**src/rtl/arith_pkg.sv**
```systemverilog
// Shared definitions for the small bit-serial arithmetic cells.
package arith_pkg;

    typedef enum logic [1:0] {
        IDLE = 2'd0,
        RUN  = 2'd1,
        DONE = 2'd2
    } state_t;

    localparam int WIDTH_MIN = 1;
    localparam int WIDTH_MAX = 32;

    function automatic bit width_ok(input int w);
        return (w >= WIDTH_MIN) && (w <= WIDTH_MAX);
    endfunction

endpackage

```
**src/rtl/full_subtractor.sv**
```systemverilog
// One-bit full subtractor: diff = a - b - bin, with the borrow out.
module full_subtractor (
    input  logic a,
    input  logic b,
    input  logic bin,
    output logic diff,
    output logic bout
);

    assign diff = a ^ b ^ bin;
    assign bout = (~a & b) | (~(a ^ b) & bin);

endmodule

```
**src/rtl/serial_subtractor.sv**
```systemverilog
// Bit-serial unsigned subtractor: a - b, LSB first, one bit per clock through
// a single full_subtractor cell with a registered borrow.
//
//  state | meaning
//  IDLE  | waiting for start; operands captured on the accepting edge
//  RUN   | one bit per edge through the cell, WIDTH edges in total
//  DONE  | one-cycle done pulse; diff/borrow valid
module serial_subtractor #(
    parameter int WIDTH = 8
) (
    input  logic             clk,
    input  logic             rst_n,
    input  logic             start,
    input  logic [WIDTH-1:0] a,
    input  logic [WIDTH-1:0] b,
    output logic             busy,
    output logic             done,
    output logic [WIDTH-1:0] diff,
    output logic             borrow
);
    import arith_pkg::*;

    localparam int CW = (WIDTH > 1) ? $clog2(WIDTH) : 1;

    if (!width_ok(WIDTH)) begin : g_width_check
        $error("serial_subtractor: WIDTH out of range 1..32");
    end

    state_t           state;
    state_t           state_nxt;
    logic [WIDTH-1:0] a_sh;
    logic [WIDTH-1:0] b_sh;
    logic [WIDTH-1:0] d_sh;
    logic [WIDTH-1:0] d_sh_nxt;
    logic             br;
    logic [CW-1:0]    bcnt;
    logic             cell_d;
    logic             cell_bo;
    logic             last;

    full_subtractor u_cell (
        .a    (a_sh[0]),
        .b    (b_sh[0]),
        .bin  (br),
        .diff (cell_d),
        .bout (cell_bo)
    );

    // New bit enters at the MSB; the concatenation keeps WIDTH=1 legal.
    assign d_sh_nxt = WIDTH'({cell_d, d_sh} >> 1);
    assign last     = (bcnt == CW'(WIDTH - 1));
    assign busy     = (state == RUN);
    assign done     = (state == DONE);

    always_comb begin
        state_nxt = state;
        case (state)
            IDLE:    if (start) state_nxt = RUN;
            RUN:     if (last)  state_nxt = DONE;
            DONE:    state_nxt = IDLE;
            default: state_nxt = IDLE;
        endcase
    end

    always_ff @(posedge clk) begin
        if (!rst_n) begin
            state  <= IDLE;
            a_sh   <= '0;
            b_sh   <= '0;
            d_sh   <= '0;
            br     <= 1'b0;
            bcnt   <= '0;
            diff   <= '0;
            borrow <= 1'b0;
        end else begin
            state <= state_nxt;
            if (state == IDLE && start) begin
                a_sh <= a;
                b_sh <= b;
                br   <= 1'b0;
                bcnt <= '0;
            end else if (state == RUN) begin
                a_sh <= a_sh >> 1;
                b_sh <= b_sh >> 1;
                d_sh <= d_sh_nxt;
                br   <= cell_bo;
                bcnt <= bcnt + CW'(1);
                // Outputs are separate registers so they hold steady during RUN.
                if (last) begin
                    diff   <= d_sh_nxt;
                    borrow <= cell_bo;
                end
            end
        end
    end

endmodule
```
**config.mk**
```make
export PLATFORM = sky130hd
export DESIGN_NAME = serial_subtractor
export DESIGN_NICKNAME = d
export VERILOG_FILES = /design/src/rtl/arith_pkg.sv /design/src/rtl/full_subtractor.sv /design/src/rtl/serial_subtractor.sv
export SDC_FILE = /design/constraint.sdc
export NUM_CORES = 1
export LEC_CHECK = 0
export ABC_CLOCK_PERIOD_IN_PS = 2800
export CORE_MARGIN = 1
export CORE_UTILIZATION = 55
export DETAILED_ROUTE_END_ITERATION = 16
export PLACE_DENSITY = 0.93
export SKIP_CTS_REPAIR_TIMING = 1
export SLEW_MARGIN = 40
export SYNTH_ARGS = -nofsm -noshare
export SYNTH_HDL_FRONTEND = slang
export SYNTH_HIERARCHICAL = 1
export SYNTH_SLANG_ARGS = --single-unit
```
**constraint.sdc**
```tcl
create_clock -name clk -period 2.8 [get_ports clk]
set_clock_uncertainty 0.15 [all_clocks]
set_input_delay 0.56 -clock clk [delete_from_list [all_inputs] [get_ports clk]]
set_output_delay 0.56 -clock clk [all_outputs]
set_load 0.03 [all_outputs]
```
* After elaboration in Yosys (flattened, before gate mapping)
Index checks and enable logic that the tools add are counted.
Operators by class: equal/unequal tests 5, reductions and logical operators 7, bitwise operators 9, multiplexer cells 7, add/subtract/negate cells 1
Operator list (number):
- $mux 8 | 4
- $mux 2 | 2
- $not 1->1 | 4
- $pmux 2 s2 | 1
- $reduce_and 2->1 | 2
- $add 3x1->3 const B | 1
- $eq 3x3->1 const B | 1
- $reduce_and 3->1 | 1
- $and 1x1->1 | 2
- $eq 2x1->1 const B | 1
- $eq 2x2->1 const B | 1
- $logic_not 2->1 | 1
- $ne 2x1->1 const B | 1
- $ne 2x2->1 const B | 1
- $reduce_bool 2->1 | 1
- $reduce_or 2->1 | 1
- $xor 1x1->1 | 2
- $logic_and 1x1->1 | 1
- $or 1x1->1 | 1
Storage, ports and cells: input bits 19, register bits 39, output and inout bits 11, word-level logic and storage cells 37

* Logic depth before layout (Yosys ltp)
word-level depth 4, mapped depth 7

* Modules after synthesis
Netlist, hierarchy kept.
By module, submodules not included:
- serial_subtractor | cells each 187, area each 1595.3 µm², instances 1, seq. area each 760.7 µm²
- full_subtractor | cells each 4, area each 31.3 µm², instances 1, seq. area each 0.0 µm²

* Worst setup path after synthesis
No wires, ideal clock.
kind reg2out, from reg state[1], to out busy, path buffers 2, path slack 1.113 ns, stages on the path, launching flop included 5, arrival time 0.977 ns, required time 2.090 ns, cell sequence dfxtp_1 > nand2b_1 > buf_2 > inv_2 > buf_2
Between the ends: word-level cells in the longest chain between the ends 1
RTL lines:
- start, declared | RTL line serial_subtractor.sv:29 | state_t state;
- start signal, assigned | RTL line serial_subtractor.sv:76 | state <= state_nxt;
- $eq 2x1->1 | RTL line serial_subtractor.sv:52 | assign busy = (state == RUN);
- end, declared | RTL line serial_subtractor.sv:16 | output logic busy,
No other way between the ends.

* Worst setup path after layout
from reg state[1], to out done
Between the ends: word-level cells in the longest chain between the ends 1
RTL lines:
- $eq 2x2->1 | RTL line serial_subtractor.sv:53 | assign done = (state == DONE);
- end, declared | RTL line serial_subtractor.sv:17 | output logic done,
No other way between the ends.

==> impl_metrics.json <==
{
  "drive_above_1_share_pct": 11.1,
  "grt_max_degree": 36,
  "grt_usage_pct": 19.4,
  "syn_area_per_cell_um2": 8.52,
  "fill_cells": 227,
  "multi_input_area_um2": 763,
  "synthCells": 191,
  "die_w_um": 56.4,
  "cts_tree": "done",
  "die-area_mm2": 0.00318,
  "path_clk_slew_ns": 0.10,
  "cts_buffer_depth": 2,
  "max_freq_ghz": 0.427,
  "place_congestion": 0.734,
  "clock_latency_ns": 0.33,
  "crit_fanout": 8,
  "vias": 1342,
  "finalCriticalPeriod_ns": 2.34,
  "dpl.hpwl_um": 1870,
  "pin_count": 30,
  "hold_path.class": "reg -> reg",
  "finalHoldViolCount": 0,
  "dpl_cell_area_mm2": 0.00190,
  "worstMarginPinSlew_ns": 0.716,
  "syn2layout_area_growth_pct": 19.5,
  "antenna_found_initial": 0,
  "synth_fp_nets": 213,
  "first_iter_violations": 28,
  "p_leak_nw": 0.702,
  "vdd_drop_max_uv": 365,
  "critical_path_required_ns": 2.09,
  "synth-seq-cells": 38,
  "fin_crit_sh_pct": 83.6,
  "worstSetupStartpointType": "flop",
  "start_util_pct": 58.5,
  "crit_type": "reg -> out",
  "diodes": 0,
  "crit_arrival_ns": 1.63,
  "final_area_mm2": 0.00194,
  "h-tree-depth": 2,
  "yosysUniqueCellTypes": 27,
  "setup_tns_ns": 0,
  "portBuffers": 29,
  "design.core.area_mm2": 0.00278,
  "power_density_mw_per_mm2": 502,
  "cp-end-kind": "primary output",
  "fp.dieH_um": 56.4,
  "ctsRootBufferMaster": "clkbuf_4",
  "cts.sinks": 38,
  "drt_first_pass_iters": 4,
  "rsz0062_at_grt": "no",
  "wire_per_inst_um": 11.4,
  "fin_hold_ws_ns": 0.305,
  "cap_viol_max_count": 0,
  "finalSetupViolCount": 0,
  "rows": 19,
  "grt_pass1_wl_um": 4880,
  "syn_area_mm2": 0.00163,
  "status": "finished, final reports clean",
  "via_per_inst": 5.41,
  "numCtsBuffers": 5,
  "wl_um": 2820,
  "ant_nets": 0,
  "regArea_um2": 761,
  "synth_sequential_area_ratio_pct": 46.8,
  "grt_pass1_vias": 1155,
  "route.detailed.drc": 0,
  "yosysWarnings": 6,
  "max-slew-margin-rel_pct": 52.3,
  "drv_slew": 0,
  "overflow": 0,
  "num-nets-final": 239
}
[path summary, 6_finish.rpt]
check,start,to,slack [ns],depth (start not counted)
max,state[1]$_SDFFE_PN0P_,done,0.46,2
min,diff[3]$_SDFFE_PN0P_,diff[3]$_SDFFE_PN0P_,0.31,2
max reg2reg,bcnt[0]$_SDFFE_PP0N_,diff[0]$_SDFFE_PN0P_,1.05,5
min reg2reg,diff[3]$_SDFFE_PN0P_,diff[3]$_SDFFE_PN0P_,0.31,2
[cell families (layout without fill, tap and decap cells)]
| kind of cell | count (synthesis) | in the layout | share of synthesized area, % |
|---|---|---|---|
| xor+xnor | 1 | 1 | 0.539 |
| compound gates | 62 | 62 | 24.7 |
| simple gates | 69 | 69 | 18.9 |
| buf+inv | 18 | 44 | 6.31 |
| flops | 38 | 38 | 46.8 |
| fa+ha+maj | 3 | 3 | 2.77 |
[layout by cell type, fill, tap and decap left out, types with 3 or more instances in the layout]
| master | n |
|---|---|
| nand3_1 | 11 |
| nor2_1 | 5 |
| o21ai_2 | 9 |
| buf_4 | 5 |
| o21ai_1 | 4 |
| clkbuf_4 | 5 |
| clkdlybuf4s50_1 | 28 |
| a21boi_1 | 18 |
| nand2_1 | 43 |
| inv_1 | 3 |
| nor2b_1 | 3 |
| dfxtp_1 | 38 |
| a21oi_1 | 29 |
[per-layer routing]
metal	part of all wire, %	vias up	global-route usage, %
li1	-	697	-
met1	48	613	25.5
met2	47	27	29.9
met3	3.4	5	4.84
met4	1.6	0	9.41
met5	0	-	0
[cell usage after synthesis]
| library cell | n | share of area, % |
|---|---|---|
| nand2_2 | 1 | 0.38 |
| clkbuf_1 | 2 | 0.46 |
| nand2b_1 | 1 | 0.38 |
| or3b_1 | 1 | 0.54 |
| buf_2 | 7 | 2.2 |
| nand3b_1 | 1 | 0.46 |
| dfxtp_1 | 38 | 47 |
| nand2_1 | 43 | 9.9 |
| o21ai_1 | 4 | 1.2 |
| o221a_1 | 2 | 1.4 |
| ha_1 | 2 | 1.5 |
| nand3_1 | 11 | 3.4 |
| a21oi_1 | 29 | 8.9 |
| nor3b_2 | 1 | 0.77 |
| nor2_1 | 5 | 1.2 |
| and3_1 | 1 | 0.38 |
| fa_1 | 1 | 1.2 |
| inv_1 | 3 | 0.69 |
| xnor2_1 | 1 | 0.54 |
| a21boi_1 | 18 | 8.3 |
| o21ai_2 | 9 | 4.8 |
| inv_2 | 1 | 0.23 |
| buf_1 | 1 | 0.23 |
| buf_6 | 3 | 2.1 |
| buf_4 | 1 | 0.46 |
| nor2b_1 | 3 | 1.2 |
| and2_1 | 1 | 0.38 |
[report_power, final]
group	switching, W	total, W	internal, W	leakage (nW)
clock	0.000166	0.000256	0.0000903	0.0308
combinational	0.0000731	0.000138	0.0000645	0.361
sequential	0.0000156	0.000581	0.000565	0.310
[registers in the layout, indices dropped and copies added, names as in the netlist]
signal and flops:
diff 8, d_sh 7, a_sh 8, b_sh 8, state 2, borrow 1, bcnt 3, br 1
[metrics by stage]
stage | instances | util (%) | worst slack [ns] | power (W)
after floorplan | 191 | - | 1.11 | 0.000690
after CTS | 248 | 69.9 | 0.451 | 0.000985
after global routing | 248 | 69.9 | 0.383 | 0.00103
after detailed placement | 241 | 68.2 | 0.467 | 0.000731
final | 248 | 69.9 | 0.460 | 0.000975
after global placement | 241 | 68.2 | 0.488 | 0.000728
[critical path, stage by stage (launching register included)]
cell and delay, ns:
dfxtp_1 0.47, nor2b_1 0.16, clkdlybuf4s50_1 0.67
[area by class of cell]
cell class | count | share of cell area [%]
Clock buffer | 5 | 1.93
Clock inverter | 2 | 0.515
Sequential cell | 38 | 39.2
Inverter | 4 | 0.773
Multi-Input combinational cell | 135 | 39.3
Timing Repair Buffer | 33 | 16.4
Tap cell | 31 | 2.00
No activity file was read; power rests on OpenSTA's default activity.
